<file path="src/rtl/mult_pkg.sv">
// Shared types and constants for the sequential 16x16 multiplier.
package mult_pkg;

  localparam int unsigned MULT_WIDTH = 16;
  localparam int unsigned MULT_ITERS = 16;
  localparam int unsigned MULT_CNT_W = 4;

  typedef enum logic [1:0] {
    IDLE,
    RUN,
    NEG,
    DONE
  } mult_state_t;

endpackage

</file>
<file path="src/rtl/cla_16bit.sv">
// 16-bit carry-lookahead adder/subtractor: four 4-bit groups with group-level lookahead.
module cla_16bit (
  input  logic [15:0] a_i,
  input  logic [15:0] b_i,
  input  logic        sub_i,
  output logic [15:0] sum_o,
  output logic        cout_o
);

  logic [15:0] bx, g, p;
  logic [16:0] c;
  logic [3:0]  gg, gp;
  logic [4:0]  cg;

  always_comb begin
    bx    = b_i ^ {16{sub_i}};
    g     = a_i & bx;
    p     = a_i ^ bx;
    c     = '0;
    gg    = '0;
    gp    = '0;
    cg    = '0;
    cg[0] = sub_i;
    for (int k = 0; k < 4; k++) begin
      gg[k] = g[4*k+3]
            | (p[4*k+3] & g[4*k+2])
            | (p[4*k+3] & p[4*k+2] & g[4*k+1])
            | (p[4*k+3] & p[4*k+2] & p[4*k+1] & g[4*k]);
      gp[k] = &p[4*k +: 4];
      cg[k+1] = gg[k] | (gp[k] & cg[k]);
    end
    for (int k = 0; k < 4; k++) begin
      c[4*k] = cg[k];
      for (int i = 0; i < 3; i++) begin
        c[4*k+i+1] = g[4*k+i] | (p[4*k+i] & c[4*k+i]);
      end
    end
    c[16]  = cg[4];
    sum_o  = p ^ c[15:0];
    cout_o = c[16];
  end

endmodule

</file>
<file path="src/rtl/mult_seq16.sv">
// Iterative shift-and-add 16x16 multiplier with start/busy/done handshake.
// Define MULT_SIGNED_EN to add the signed_op port and the NEG (result negation) state.
module mult_seq16
  import mult_pkg::*;
#(
  parameter int unsigned WIDTH = MULT_WIDTH
) (
  input  logic                 clk,
  input  logic                 rst,
  input  logic                 start,
  input  logic [WIDTH-1:0]     a,
  input  logic [WIDTH-1:0]     b,
`ifdef MULT_SIGNED_EN
  input  logic                 signed_op,
`endif
  output logic                 busy,
  output logic                 done,
  output logic [2*WIDTH-1:0]   product
);

  mult_state_t             state_q, state_d;
  logic [WIDTH-1:0]        acc_hi_q, acc_hi_d;
  logic [WIDTH-1:0]        lo_q, lo_d;
  logic [WIDTH-1:0]        mcand_q, mcand_d;
  logic [MULT_CNT_W-1:0]   cnt_q, cnt_d;
  logic [2*WIDTH-1:0]      product_q, product_d;
  logic [WIDTH-1:0]        add_b, add_sum;
  logic                    add_cout;
`ifdef MULT_SIGNED_EN
  logic                    neg_q, neg_d;
`endif

  assign add_b = lo_q[0] ? mcand_q : '0;

  cla_16bit u_cla (
    .a_i    (acc_hi_q),
    .b_i    (add_b),
    .sub_i  (1'b0),
    .sum_o  (add_sum),
    .cout_o (add_cout)
  );

  always_comb begin
    state_d   = state_q;
    acc_hi_d  = acc_hi_q;
    lo_d      = lo_q;
    mcand_d   = mcand_q;
    cnt_d     = cnt_q;
    product_d = product_q;
`ifdef MULT_SIGNED_EN
    neg_d     = neg_q;
`endif
    unique case (state_q)
      IDLE, DONE: begin
        if (start) begin
          acc_hi_d = '0;
          cnt_d    = '0;
          state_d  = RUN;
`ifdef MULT_SIGNED_EN
          // Multiply magnitudes; the sign is re-applied in NEG.
          mcand_d  = (signed_op && a[WIDTH-1]) ? (~a + 1'b1) : a;
          lo_d     = (signed_op && b[WIDTH-1]) ? (~b + 1'b1) : b;
          neg_d    = signed_op & (a[WIDTH-1] ^ b[WIDTH-1]);
`else
          mcand_d  = a;
          lo_d     = b;
`endif
        end else if (state_q == DONE) begin
          state_d = IDLE;
        end
      end
      RUN: begin
        // Keep the adder carry: it becomes the top bit of acc_hi after the shift.
        acc_hi_d = {add_cout, add_sum[WIDTH-1:1]};
        lo_d     = {add_sum[0], lo_q[WIDTH-1:1]};
        cnt_d    = cnt_q + MULT_CNT_W'(1);
        if (cnt_q == MULT_CNT_W'(MULT_ITERS - 1)) begin
`ifdef MULT_SIGNED_EN
          if (neg_q && (|{acc_hi_d, lo_d})) begin
            state_d = NEG;
          end else begin
            product_d = {acc_hi_d, lo_d};
            state_d   = DONE;
          end
`else
          product_d = {acc_hi_d, lo_d};
          state_d   = DONE;
`endif
        end
      end
`ifdef MULT_SIGNED_EN
      NEG: begin
        product_d = ~{acc_hi_q, lo_q} + 1'b1;
        state_d   = DONE;
      end
`endif
      default: state_d = IDLE;
    endcase
  end

  always_ff @(posedge clk) begin
    if (rst) begin
      state_q   <= IDLE;
      acc_hi_q  <= '0;
      lo_q      <= '0;
      mcand_q   <= '0;
      cnt_q     <= '0;
      product_q <= '0;
`ifdef MULT_SIGNED_EN
      neg_q     <= 1'b0;
`endif
    end else begin
      state_q   <= state_d;
      acc_hi_q  <= acc_hi_d;
      lo_q      <= lo_d;
      mcand_q   <= mcand_d;
      cnt_q     <= cnt_d;
      product_q <= product_d;
`ifdef MULT_SIGNED_EN
      neg_q     <= neg_d;
`endif
    end
  end

  assign busy    = (state_q == RUN) || (state_q == NEG);
  assign done    = (state_q == DONE);
  assign product = product_q;

endmodule

</file>
<file path="config.mk">
export PLATFORM = sky130hd
export DESIGN_NAME = mult_seq16
export DESIGN_NICKNAME = d
export VERILOG_FILES = /design/src/rtl/mult_pkg.sv /design/src/rtl/cla_16bit.sv /design/src/rtl/mult_seq16.sv
export SDC_FILE = /design/constraint.sdc
export NUM_CORES = 1
export LEC_CHECK = 0
export ABC_AREA = 1
export BUFFER_PORTS_ARGS = -buffer_cell sky130_fd_sc_hd__buf_2
export CORE_ASPECT_RATIO = 0.5
export CORE_UTILIZATION = 51
export CTS_CLUSTER_SIZE = 25
export DETAILED_ROUTE_END_ITERATION = 8
export HOLD_SLACK_MARGIN = 0.03
export PLACE_DENSITY = 0.73
export SYNTH_ARGS = -nofsm -noshare
export SYNTH_HDL_FRONTEND = slang
export SYNTH_SLANG_ARGS = --single-unit
</file>
<file path="constraint.sdc">
create_clock -name clk -period 5.05 [get_ports clk]
set_input_delay 0.505 -clock clk [delete_from_list [all_inputs] [get_ports clk]]
set_output_delay 0.505 -clock clk [all_outputs]
set_load 0.01 [all_outputs]
</file>
Word-level counts from Yosys, hierarchy flattened:

Index checks and enable logic that the tools add are counted.

* bits in registers: 86
* latch bits: 0
* RAM bits: 0
* bits in read-only memories: 0
* bits of input ports: 35
* word-level logic and storage cells: 99
* memories: 0

* add/sub/neg operators: 1
* multiply operators: 0
* div/mod/pow operators: 0
* order comparisons: 0
* equal/unequal tests: 7
* shift operators: 0
* multiplexer cells: 11
* bitwise logic cells: 63
* reduce and logical (&&, ||, !) cells: 11

Operators by type and width (count)
* 16-bit case mux with 2 select lines: 2
* 16-bit two-way mux: 3
* 1-bit bitwise AND: 34
* 16-bit XOR: 2
* 1-bit bitwise OR: 26
* 16-bit bitwise AND: 1
* 4-bit AND reduction: 3
* 4-bit case mux with 2 select lines: 1
* 2-bit AND reduction: 4
* 2-bit two-way mux: 3
* 4-bit by 1-bit adder with 4-bit output, second input constant: 1
* 2-bit equality test, second input constant: 2
* 4-bit equality test, second input constant: 1
* 4-bit two-way mux: 1
* 2-bit != test, second input constant: 2
* 2-bit case mux with 2 select lines: 1
* 3-bit != test, second input constant: 1
* 2-bit by 1-bit equality test with 1-bit output, second input constant: 1
* 2-bit logical NOT: 1
* 2-bit nonzero test: 1
* 2-bit OR reduction: 1
* 1-bit logical OR: 1

Longest topological paths before layout:

Gate-level depths: netlist of run 1.

* word-level depth: 18
* mapped depth: 21

Hierarchy:

Synthesis of run 1 repeated with hierarchy kept, for this count alone.

* cell total of the unflattened synthesis: 614
* area total of the unflattened synthesis: 4421.7 um^2

Modules (own cells, without submodules)
* mult_seq16: instances 1, cells each 487, area an instance 3479.6 um^2, sequential area each 1721.7 um^2
* cla_16bit: instances 1, cells each 127, area an instance 942.2 um^2, sequential area each 0.0 um^2

Worst setup path after synthesis of run 1:

No wires, ideal clock.

* kind: flip-flop to flip-flop
* from: register lo_q[0]
* to: register acc_hi_q[13]
* data arrival time: 2.854 ns
* data required time: 4.918 ns
* path slack: 2.063 ns
* stages on the path, launching flop included: 19
* path buffers: 2
* clock period less this slack: 2.987 ns
* path through: dfxtp_1 clkbuf_1 clkbuf_1 nand2_1 inv_1 ha_1 nand3_1 nor2_1 nor2_1 nand2_1 nand2_1 nand2_1 inv_1 fa_1 fa_1 inv_1 fa_1 nand2_1 a21oi_1

* cells in the longest elaborated chain, start to end: 16
* elaborated cells between the ends (all ways): 39
* those cells by class: mux: 2; bitwise: 35; reduce/logical: 2

RTL lines
* from (decl): RTL line mult_seq16.sv:23 `logic [WIDTH-1:0] lo_q, lo_d;`
* from (signal assigned): RTL line mult_seq16.sv:115 `lo_q <= lo_d;`
* 16-bit two-way mux *: RTL line mult_seq16.sv:33 `assign add_b = lo_q[0] ? mcand_q : '0;`
* 16-bit XOR / 16-bit bitwise AND (equally long branches): RTL line cla_16bit.sv:18, cla_16bit.sv:17
* 1-bit bitwise AND, on equally long branches: RTL line cla_16bit.sv:26, cla_16bit.sv:27, cla_16bit.sv:28
* 1-bit bitwise OR (tied with other cells): RTL line cla_16bit.sv:26 `| (p[4*k+3] & g[4*k+2])`
* 1-bit bitwise OR / 1-bit bitwise AND (equally long branches): RTL line cla_16bit.sv:27, cla_16bit.sv:28
* 1-bit bitwise OR: RTL line cla_16bit.sv:28 `| (p[4*k+3] & p[4*k+2] & p[4*k+1] & g[4*k]);`
* 1-bit bitwise AND: RTL line cla_16bit.sv:30 `cg[k+1] = gg[k] | (gp[k] & cg[k]);`
* 1-bit bitwise OR: RTL line cla_16bit.sv:30
* 1-bit bitwise AND: RTL line cla_16bit.sv:30
* 1-bit bitwise OR: RTL line cla_16bit.sv:30
* 1-bit bitwise AND: RTL line cla_16bit.sv:35 `c[4*k+i+1] = g[4*k+i] | (p[4*k+i] & c[4*k+i]);`
* 1-bit bitwise OR: RTL line cla_16bit.sv:35
* 1-bit bitwise AND: RTL line cla_16bit.sv:35
* 1-bit bitwise OR: RTL line cla_16bit.sv:35
* 16-bit XOR *: RTL line cla_16bit.sv:39 `sum_o = p ^ c[15:0];`
* via add_sum[14]: RTL line mult_seq16.sv:27 `logic [WIDTH-1:0] add_b, add_sum;`
* 16-bit case mux with 2 select lines *: RTL line mult_seq16.sv:53 `unique case (state_q)`
* to (signal assigned): RTL line mult_seq16.sv:114 `acc_hi_q <= acc_hi_d;`
* to (decl): RTL line mult_seq16.sv:22 `logic [WIDTH-1:0] acc_hi_q, acc_hi_d;`

Mark *: on every way through the listed nets, which the timed path passes. The rest lies on a longest branch.
A chain may end at the register's enable or synchronous reset.

Worst setup path after layout of run 1:

* from: register lo_q[0]
* to: register product_q[29] (netlist: product[29])

* cells in the longest elaborated chain, start to end: 15
* elaborated cells between the ends (all ways): 38
* those cells by class: mux: 1; bitwise: 35; reduce/logical: 2

RTL lines
* 16-bit two-way mux *: RTL line mult_seq16.sv:33
* 16-bit XOR / 16-bit bitwise AND (equally long branches): RTL line cla_16bit.sv:18, cla_16bit.sv:17
* 1-bit bitwise AND, on equally long branches: RTL line cla_16bit.sv:26, cla_16bit.sv:27, cla_16bit.sv:28
* 1-bit bitwise OR (tied with other cells): RTL line cla_16bit.sv:26
* 1-bit bitwise OR / 1-bit bitwise AND (equally long branches): RTL line cla_16bit.sv:27, cla_16bit.sv:28
* 1-bit bitwise OR: RTL line cla_16bit.sv:28
* 1-bit bitwise AND: RTL line cla_16bit.sv:30
* 1-bit bitwise OR: RTL line cla_16bit.sv:30
* 1-bit bitwise AND: RTL line cla_16bit.sv:30
* 1-bit bitwise OR: RTL line cla_16bit.sv:30
* 1-bit bitwise AND: RTL line cla_16bit.sv:35
* 1-bit bitwise OR: RTL line cla_16bit.sv:35
* 1-bit bitwise AND: RTL line cla_16bit.sv:35
* 1-bit bitwise OR: RTL line cla_16bit.sv:35
* 16-bit XOR *: RTL line cla_16bit.sv:39
* via add_sum[14]: RTL line mult_seq16.sv:27
* to (signal assigned): RTL line mult_seq16.sv:118 `product_q <= product_d;`
* to (decl): RTL line mult_seq16.sv:26 `logic [2*WIDTH-1:0] product_q, product_d;`

Marked as above.

==> results by group, run 1 <==
Status
  • Status: finished clean

Synth
  • Number of synthesized flops with an enable pin: 0
  • Register area share after synthesis: 42.34%
  • Leading area contributor after synthesis: dfxtp_1
  • Post-synthesis compound-gate area fraction: 15.72%
  • Post-Synth Adder-Cell Area: 11.57%
  • Syn. warnings: 0
  • Synth top area share: 42.34%
  • Synthesized area per cell: 7.865 um2
  • Yosys cell types: 34
  • #FFs+latches synth: 86
  • Largest cells by area after synthesis: dfxtp_1 42%, nand2_1 8.9%, nor2_1 8.4%
  • Xor and xnor area share after synthesis: 1.077%
  • Syn_nets: 583
  • Post-Syn Instances: 517
  • Largest family of logic cells by synthesized area: simple AND/OR/NAND/NOR gates
  • Top_reg_cell synth: dfxtp_1
  • Async SR Flop Fraction: 0%
  • Mux share of post-synthesis cell area: 0%
  • Post-synthesis simple-gate area fraction: 20.52%
  • Cell Area, Synth: 4066 um2

STA
  • RSZ-0062 raised after global routing: false
  • Slew Limit Fails: 0
  • Final setup vio count: 0
  • Rel. slew slack: 26.12%
  • Worst Tran Pin Value: 1107 ps
  • Final hold vios: 0
  • Clock Skew: 6.669 ps
  • Peak Freq: 312.1 MHz
  • Final Cycle Share: 63.45%
  • Setup Total Neg Slack: 0 ps
  • Tmin final: 3204 ps

Clocking
  • Max clock buf depth: 2
  • CTS Sinks: 86
  • Clock Tree Root: clkbuf_16
  • H-tree Lvls: 3
  • CTS buffer count: 9
  • Post-CTS Setup Bufs: 0
  • Hold buffers post-CTS: 0
  • CTS tree: built
  • CTS resizes: 0
  • Clk slew on worst S/H paths: 60 ps
  • Clock Latency Late Sink: 340 ps

Detailed routing
  • Met3 Wirelength: 375 um
  • Wire length per cell: 12.60 um
  • Vias: 3388
  • First-pass iteration count of the detailed router: 5
  • DRT antenna net count: 0
  • Via/cell ratio: 4.968
  • Met1 Wirelength: 4390 um
  • Routed wl met2: 3727 um
  • Wirelength, routed: 8593 um
  • Drt initial violations: 168
  • DR top layer: met4
  • DRC errors left: 0

Layout
  • Layout fillers: 709
  • Sequential Area: 1722 um2
  • Synth-to-layout area growth: 16.00%
  • Area of the multi-input gates: 1988 um2
  • Fin cells: 682
  • N_diodes: 0
  • Share of cells above drive strength 1: 18.29%
  • Fin area: 4717 um2
  • Layout Nets: 635

Placement
  • Area post-placement: 4400 um2
  • Cell count after placement: 666
  • Hpwl dp: 5547 um
  • IO buf count: 68
  • Final GP Congestion: 0.8362

Pwr
  • Switching Share: 24.94%
  • Design Power: 1.620 mW
  • Sequential share of power: 45.7%
  • Gate power share: 11.0%
  • Maximum vdd drop: 0.1577 mV
  • Leak: 2.121 nW
  • Switching pwr: 404.1 uW
  • Cell Pwr Density: 343.5 nW/um2
  • Internal cell power: 1.216 mW
  • Clock share of power: 43.3%

Worst setup path
  • Worst flop-to-flop path startpoint: lo_q[0]$_SDFFE_PP0P_
  • CP startpoint: lo_q[0]$_SDFFE_PP0P_
  • Slowest-stage cell, CP: dfxtp_1
  • Arr. time, crit path: 3390 ps
  • CP dominant cell by count: nand2_1
  • Critical Path Sink Type: register
  • Largest stage delay, worst path: 710 ps
  • CP Cell Sequence: nand2_1 -> inv_1 -> ha_1 -> inv_1 -> nand2_1 -> nand2_1 -> nand2_1 -> nand2_1 -> nand2_1 -> nand2_1 -> nand2_1 -> inv_1 -> fa_1 -> fa_1 -> inv_1 -> fa_1 -> nand2_1 -> a21oi_1
  • Crit start category: register
  • WS Path Type: reg -> reg
  • Worst EP required: 5230 ps
  • Crit-path max FO: 17

Floorplanning
  • Die W: 128.3 um
  • Die Height: 65.14 um
  • Row count: 22
  • Core Area: 7515 um2
  • Io pins: 69
  • DIE AREA: 8356 um2
  • Initial Utilization: 54.11%

Global route
  • GRT Util Overall: 23.22%
  • First-pass GRT wire length: 14880 um
  • Vias in the first global route: 3193
  • Largest net degree at the start of global routing: 45
  • Total gr overflow: 0
  • Initial antenna violation count: 0

Worst hold path
  • HP Start: a[1]
  • Hold/Removal Path Class: in -> reg

Flow run
  • Maximum capacitance violations: 0
[cell families after synthesis]
family / count (synthesis)
simple gates: 207
compound gates: 104
flops: 86
buf+inv: 84
fa+ha+maj: 31
xor+xnor: 5
[area by class of cell]
class / count / share of cell area, %
Timing Repair Buffer: 68 / 7.215
Sequential cell: 86 / 36.50
Tap cell: 108 / 2.865
Clock buffer: 12 / 5.225
Clock inverter: 4 / 1.485
Inverter: 57 / 4.562
Multi-Input combinational cell: 347 / 42.15
[final timing paths]
path	cells after the start	slack, ps	endpoint
setup / recovery	18	1850	product[29]$_SDFFE_PP0P_
hold / removal	3	420	mcand_q[1]$_SDFFE_PP0P_
hold reg to reg	2	460	product[30]$_SDFFE_PP0P_
setup reg to reg	18	1850	product[29]$_SDFFE_PP0P_
[state kept, by name (all words and copies together), names as in the netlist]
register	flops
cnt_q	4
product	32
lo_q	16
state_q	2
mcand_q	16
acc_hi_q	16
[layout by cell type (no fill, tap or decap), types with 2 or more instances in the layout]
master / netlist / layout
nand2_1: 96 / 96
nor2_1: 91 / 91
dfxtp_1: 86 / 86
buf_2: 5 / 68
inv_1: 51 / 51
o21ai_0: 36 / 36
a21oi_1: 22 / 22
ha_1: 20 / 20
a31oi_1: 16 / 16
fa_1: 11 / 11
o21ai_1: 9 / 9
clkbuf_16: 0 / 9
a211oi_2: 8 / 8
o22ai_1: 7 / 7
nand3_1: 6 / 6
inv_2: 5 / 5
nand2_2: 3 / 3
a211oi_1: 3 / 3
clkinv_2: 1 / 3
xor2_1: 3 / 3
or2_1: 3 / 3
nor3_1: 2 / 2
xnor2_1: 2 / 2
clkbuf_1: 15 / 2
bufinv_16: 0 / 2
[stage by stage]
step,util [%],setup slack [ps],hold WS [ps]
CTS,62.77,1827,410.6
floorplan,-,2063,448.8
finish,62.77,1846,415.5
global route,62.77,1541,421.2
global placement,58.56,1931,458.5
detailed placement,58.56,1839,452.2
[cells in the mapped netlist (2+ instances only)]
master    instances
a211oi_1          3
buf_2             5
xnor2_1           2
buf_4             5
nor3_1            2
nor2_1           91
nand2_1          96
clkbuf_1         15
nand3_1           6
inv_2             5
or2_1             3
a31oi_1          16
ha_1             20
o21ai_0          36
dfxtp_1          86
fa_1             11
buf_6             2
o22ai_1           7
xor2_1            3
o21ai_1           9
inv_1            51
a211oi_2          8
a21oi_1          22
nand2_2           3
[power by group through the flow]
| stage | clock [mW] | sequential (mW) | combinational (mW) |
|---|---|---|---|
| 6_report | 0.702 | 0.741 | 0.178 |
| 3_5_place_dp | 0 | 0.754 | 0.178 |
| 4_1_cts | 0.712 | 0.740 | 0.179 |
| 2_1_floorplan | 0 | 0.744 | 0.140 |
| 3_3_place_gp | 0 | 0.754 | 0.175 |
| 5_1_grt | 0.744 | 0.745 | 0.203 |
[critical path, delay by kind of cell, from the launching register on]
family / cells / cell delay (ps)
fa+ha+maj: 4 / 1300
compound gates: 1 / 80
buf+inv: 4 / 250
simple gates: 9 / 710
flops: 1 / 710
[routing by layer]
metal  vias to the layer above  GRT usage, %
li1                       1758             -
met1                      1550         30.84
met2                        70         37.36
met3                        10         5.456
met4                         0         7.941
met5                         -             0
Power figures use the tool's default switching activity.
==> run 2: changes to the inputs <==
- ABC_AREA: 1 -> 0
- clock period: 5.05 -> 3.25 ns (I/O delays scaled with it)
==> results by group, run 2 <==
Status
  • Status: finished clean

STA
  • Worst Tran Pin Value: 811.7 ps (-295.3 ps)
  • Tmin final: 3085 ps (-118.6 ps)
  • Final setup vio count: 0 (unchanged)
  • Rel. slew slack: 45.88% (+20 points)
  • Clock Skew: 7.211 ps (+0.5412 ps)
  • Peak Freq: 324.1 MHz (+3.8%)
  • Final Cycle Share: 94.94% (+31 points)
  • RSZ-0062 raised after global routing: false
  • Slew Limit Fails: 0 (unchanged)
  • Setup Total Neg Slack: 0 ps (unchanged)
  • Final hold vios: 0 (unchanged)

Synth
  • Syn. warnings: 0 (unchanged)
  • Top_reg_cell synth: dfxtp_1
  • Syn_nets: 563 (-3.4%)
  • Number of synthesized flops with an enable pin: 0 (unchanged)
  • Largest cells by area after synthesis: dfxtp_1 41%, nand2_1 8.0%, a21oi_1 6.6%
  • Async SR Flop Fraction: 0% (unchanged)
  • Post-synth top cells: 89 x nand2_1, 86 x dfxtp_1, 73 x nor2_1, 55 x a21oi_1, 27 x inv_1
  • Register area share after synthesis: 41.21% (-1.1 points)
  • Leading area contributor after synthesis: dfxtp_1
  • Synthesized area per cell: 8.406 um2 (+6.9%)
  • Synth top area share: 41.21% (-1.1 points)
  • Cell Area, Synth: 4178 um2 (+2.7%)
  • #FFs+latches synth: 86 (unchanged)
  • Most common cell in the synthesized netlist: nand2_1
  • Yosys cell types: 38 (+12%)
  • Post-Syn Instances: 497 (-3.9%)

Floorplanning
  • Die Height: 66 um (+1.3%)
  • Row count: 22 (unchanged)
  • Core Area: 7625 um2 (+1.5%)
  • Io pins: 69 (unchanged)
  • Initial Utilization: 54.79% (+0.68 points)
  • DIE AREA: 8580 um2 (+2.7%)
  • Die W: 130.0 um (+1.3%)

Worst setup path
  • Largest stage delay, worst path: 400 ps (-310 ps)
  • CP dominant cell by count: fa_1
  • Slowest-stage cell, CP: dfxtp_4
  • Crit-path max FO: 15 (-2)
  • Crit start category: register
  • WS Path Type: reg -> reg
  • Flop2flop setup slack: 160 ps (-1680 ps)
  • CP Cell Sequence: and2_1 -> ha_1 -> nand2_1 -> o21ai_2 -> inv_1 -> o21a_1 -> fa_1 -> fa_1 -> fa_1 -> xnor2_1 -> a22oi_1 -> nor2_1
  • Arr. time, crit path: 3280 ps (-110 ps)
  • CP delay by family, top: adder cells
  • CP Buf/Inv Count: 1 (-3)
  • Critical Path Sink Type: register
  • Worst EP required: 3450 ps (-1780 ps)

Clocking
  • Clk slew on worst S/H paths: 60 ps (about the same)
  • Clock Latency Late Sink: 340 ps (about the same)
  • CTS buffer count: 9 (unchanged)
  • CTS tree: built
  • Post-CTS Setup Bufs: 0 (unchanged)
  • Clock Tree Root: clkbuf_16
  • H-tree Lvls: 3 (unchanged)
  • Max clock buf depth: 2 (unchanged)
  • CTS Sinks: 86 (unchanged)

Placement
  • Hpwl dp: 6356 um (+15%)
  • IO buf count: 68 (unchanged)
  • Final GP Congestion: 0.8409 (+0.56%)
  • Cell count after placement: 657 (-1.4%)
  • Area post-placement: 4604 um2 (+4.6%)

Pwr
  • Design Power: 2.483 mW (+53%)
  • Cell Pwr Density: 501.7 nW/um2 (+46%)
  • Gate power share: 12.4% (+1.4 points)
  • Clock share of power: 41.3% (-2.0 points)
  • Maximum vdd drop: 0.2975 mV (+89%)
  • Switching Share: 25.89% (+0.95 points)
  • Leak: 2.073 nW (-2.2%)
  • Switching pwr: 642.9 uW (+59%)
  • Sequential share of power: 46.3% (+0.6 points)
  • Internal cell power: 1.840 mW (+51%)

Global route
  • GRT Util Overall: 23.55% (+0.33 points)
  • Total gr overflow: 0 (unchanged)
  • Largest net degree at the start of global routing: 45 (unchanged)
  • Initial antenna violation count: 0 (unchanged)
  • Vias in the first global route: 3255 (+1.9%)
  • First-pass GRT wire length: 15240 um (+2.4%)

Detailed routing
  • First-pass iteration count of the detailed router: 4 (-1)
  • Via/cell ratio: 5.183 (+4.3%)
  • DRC errors left: 0 (unchanged)
  • DRT antenna net count: 0 (unchanged)
  • Drt initial violations: 191 (+14%)
  • Wire length per cell: 13.62 um (+8.1%)
  • Wirelength, routed: 9164 um (+6.6%)
  • Vias: 3488 (+3.0%)

Layout
  • Layout Nets: 626 (-1.4%)
  • Max reg flops: 32 (unchanged)
  • Synth-to-layout area growth: 18.45%
  • Most frequent cells in the layout: 89 x nand2_1, 85 x dfxtp_1, 72 x nor2_1, 68 x buf_2, 55 x a21oi_1
  • Fin cells: 673 (-1.3%)
  • Fin util: 64.90% (+2.1 points)
  • Fin area: 4949 um2 (+4.9%)
  • Share of cells above drive strength 1: 21.24% (+2.9 points)
  • Layout fillers: 696 (-1.8%)
  • N_diodes: 0 (unchanged)
  • Commonest non-fill, non-tap cell in the layout: nand2_1

Worst hold path
  • Hold/Removal Path Class: in -> reg

Flow run
  • Maximum capacitance violations: 0 (unchanged)
-- run 2: final cells by class --
class	instances	area, um2	area share [%]
Sequential cell	86	1725	34.87
Inverter	28	105.1	2.124
Multi-Input combinational cell	350	2201	44.48
Clock buffer	11	242.7	4.905
Clock inverter	5	58.81	1.188
Timing Repair Buffer	85	480.5	9.709
Tap cell	108	135.1	2.731
-- run 2: worst paths after layout --
| path | to | cells past startpoint | startpoint |
|---|---|---|---|
| hold / removal | mcand_q[1]$_SDFFE_PP0P_ | 3 | a[1] |
| setup / recovery | acc_hi_q[10]$_SDFFE_PP0P_ | 12 | lo_q[0]$_SDFFE_PP0P_ |
| hold reg to reg | product[18]$_SDFFE_PP0P_ | 2 | product[18]$_SDFFE_PP0P_ |
| setup reg to reg | acc_hi_q[10]$_SDFFE_PP0P_ | 12 | lo_q[0]$_SDFFE_PP0P_ |
-- run 2: worst min-delay path: stages --
cell,delay [ps]
buf_2,100
nand2_1,40
a21oi_1,50
-- run 2: through the flow --
step	setup WS [ps]	hold slack, ps
6_report	164.5	215.4
4_1_cts	56.24	206.2
2_1_floorplan	208.6	431.7
3_5_place_dp	-63.20	444.8
3_3_place_gp	60.18	441.0
5_1_grt	25.28	216.9
-- run 2: power groups by stage --
stage	Sequential (mW)	Clock, mW	Combinational (mW)
detailed placement	1.17	0	0.304
global placement	1.17	0	0.298
floorplan	1.15	0	0.231
finish	1.15	1.03	0.308
CTS	1.15	1.05	0.306
global route	1.16	1.09	0.346
-- run 2: timing repair --
item                       4_1_cts  5_1_grt
setup endpoints to repair        4        6
gates cloned                     0        0
pin swaps                        0        3
resized for setup                1        7
hold buffers                     0        0
-- run 2: logic make-up after synthesis --
| family | share of synthesized area (%) |
|---|---|
| buffers and inverters | 7.038 |
| muxes | 2.156 |
| AOI/OAI and AO/OA | 17.97 |
| DFF | 41.21 |
| adders and majority gates | 11.26 |
| xor gates and xnor gates | 0.8385 |
| and+or+nand+nor | 19.53 |
-- run 2: routing by layer --
layer  track usage, %  wire (um)  up-vias
met2            38.64       4241       92
met5                0          0        -
met1            30.14       4255     1602
met3            5.906        532       13
li1                 -          -     1781
met4            8.721        134        0
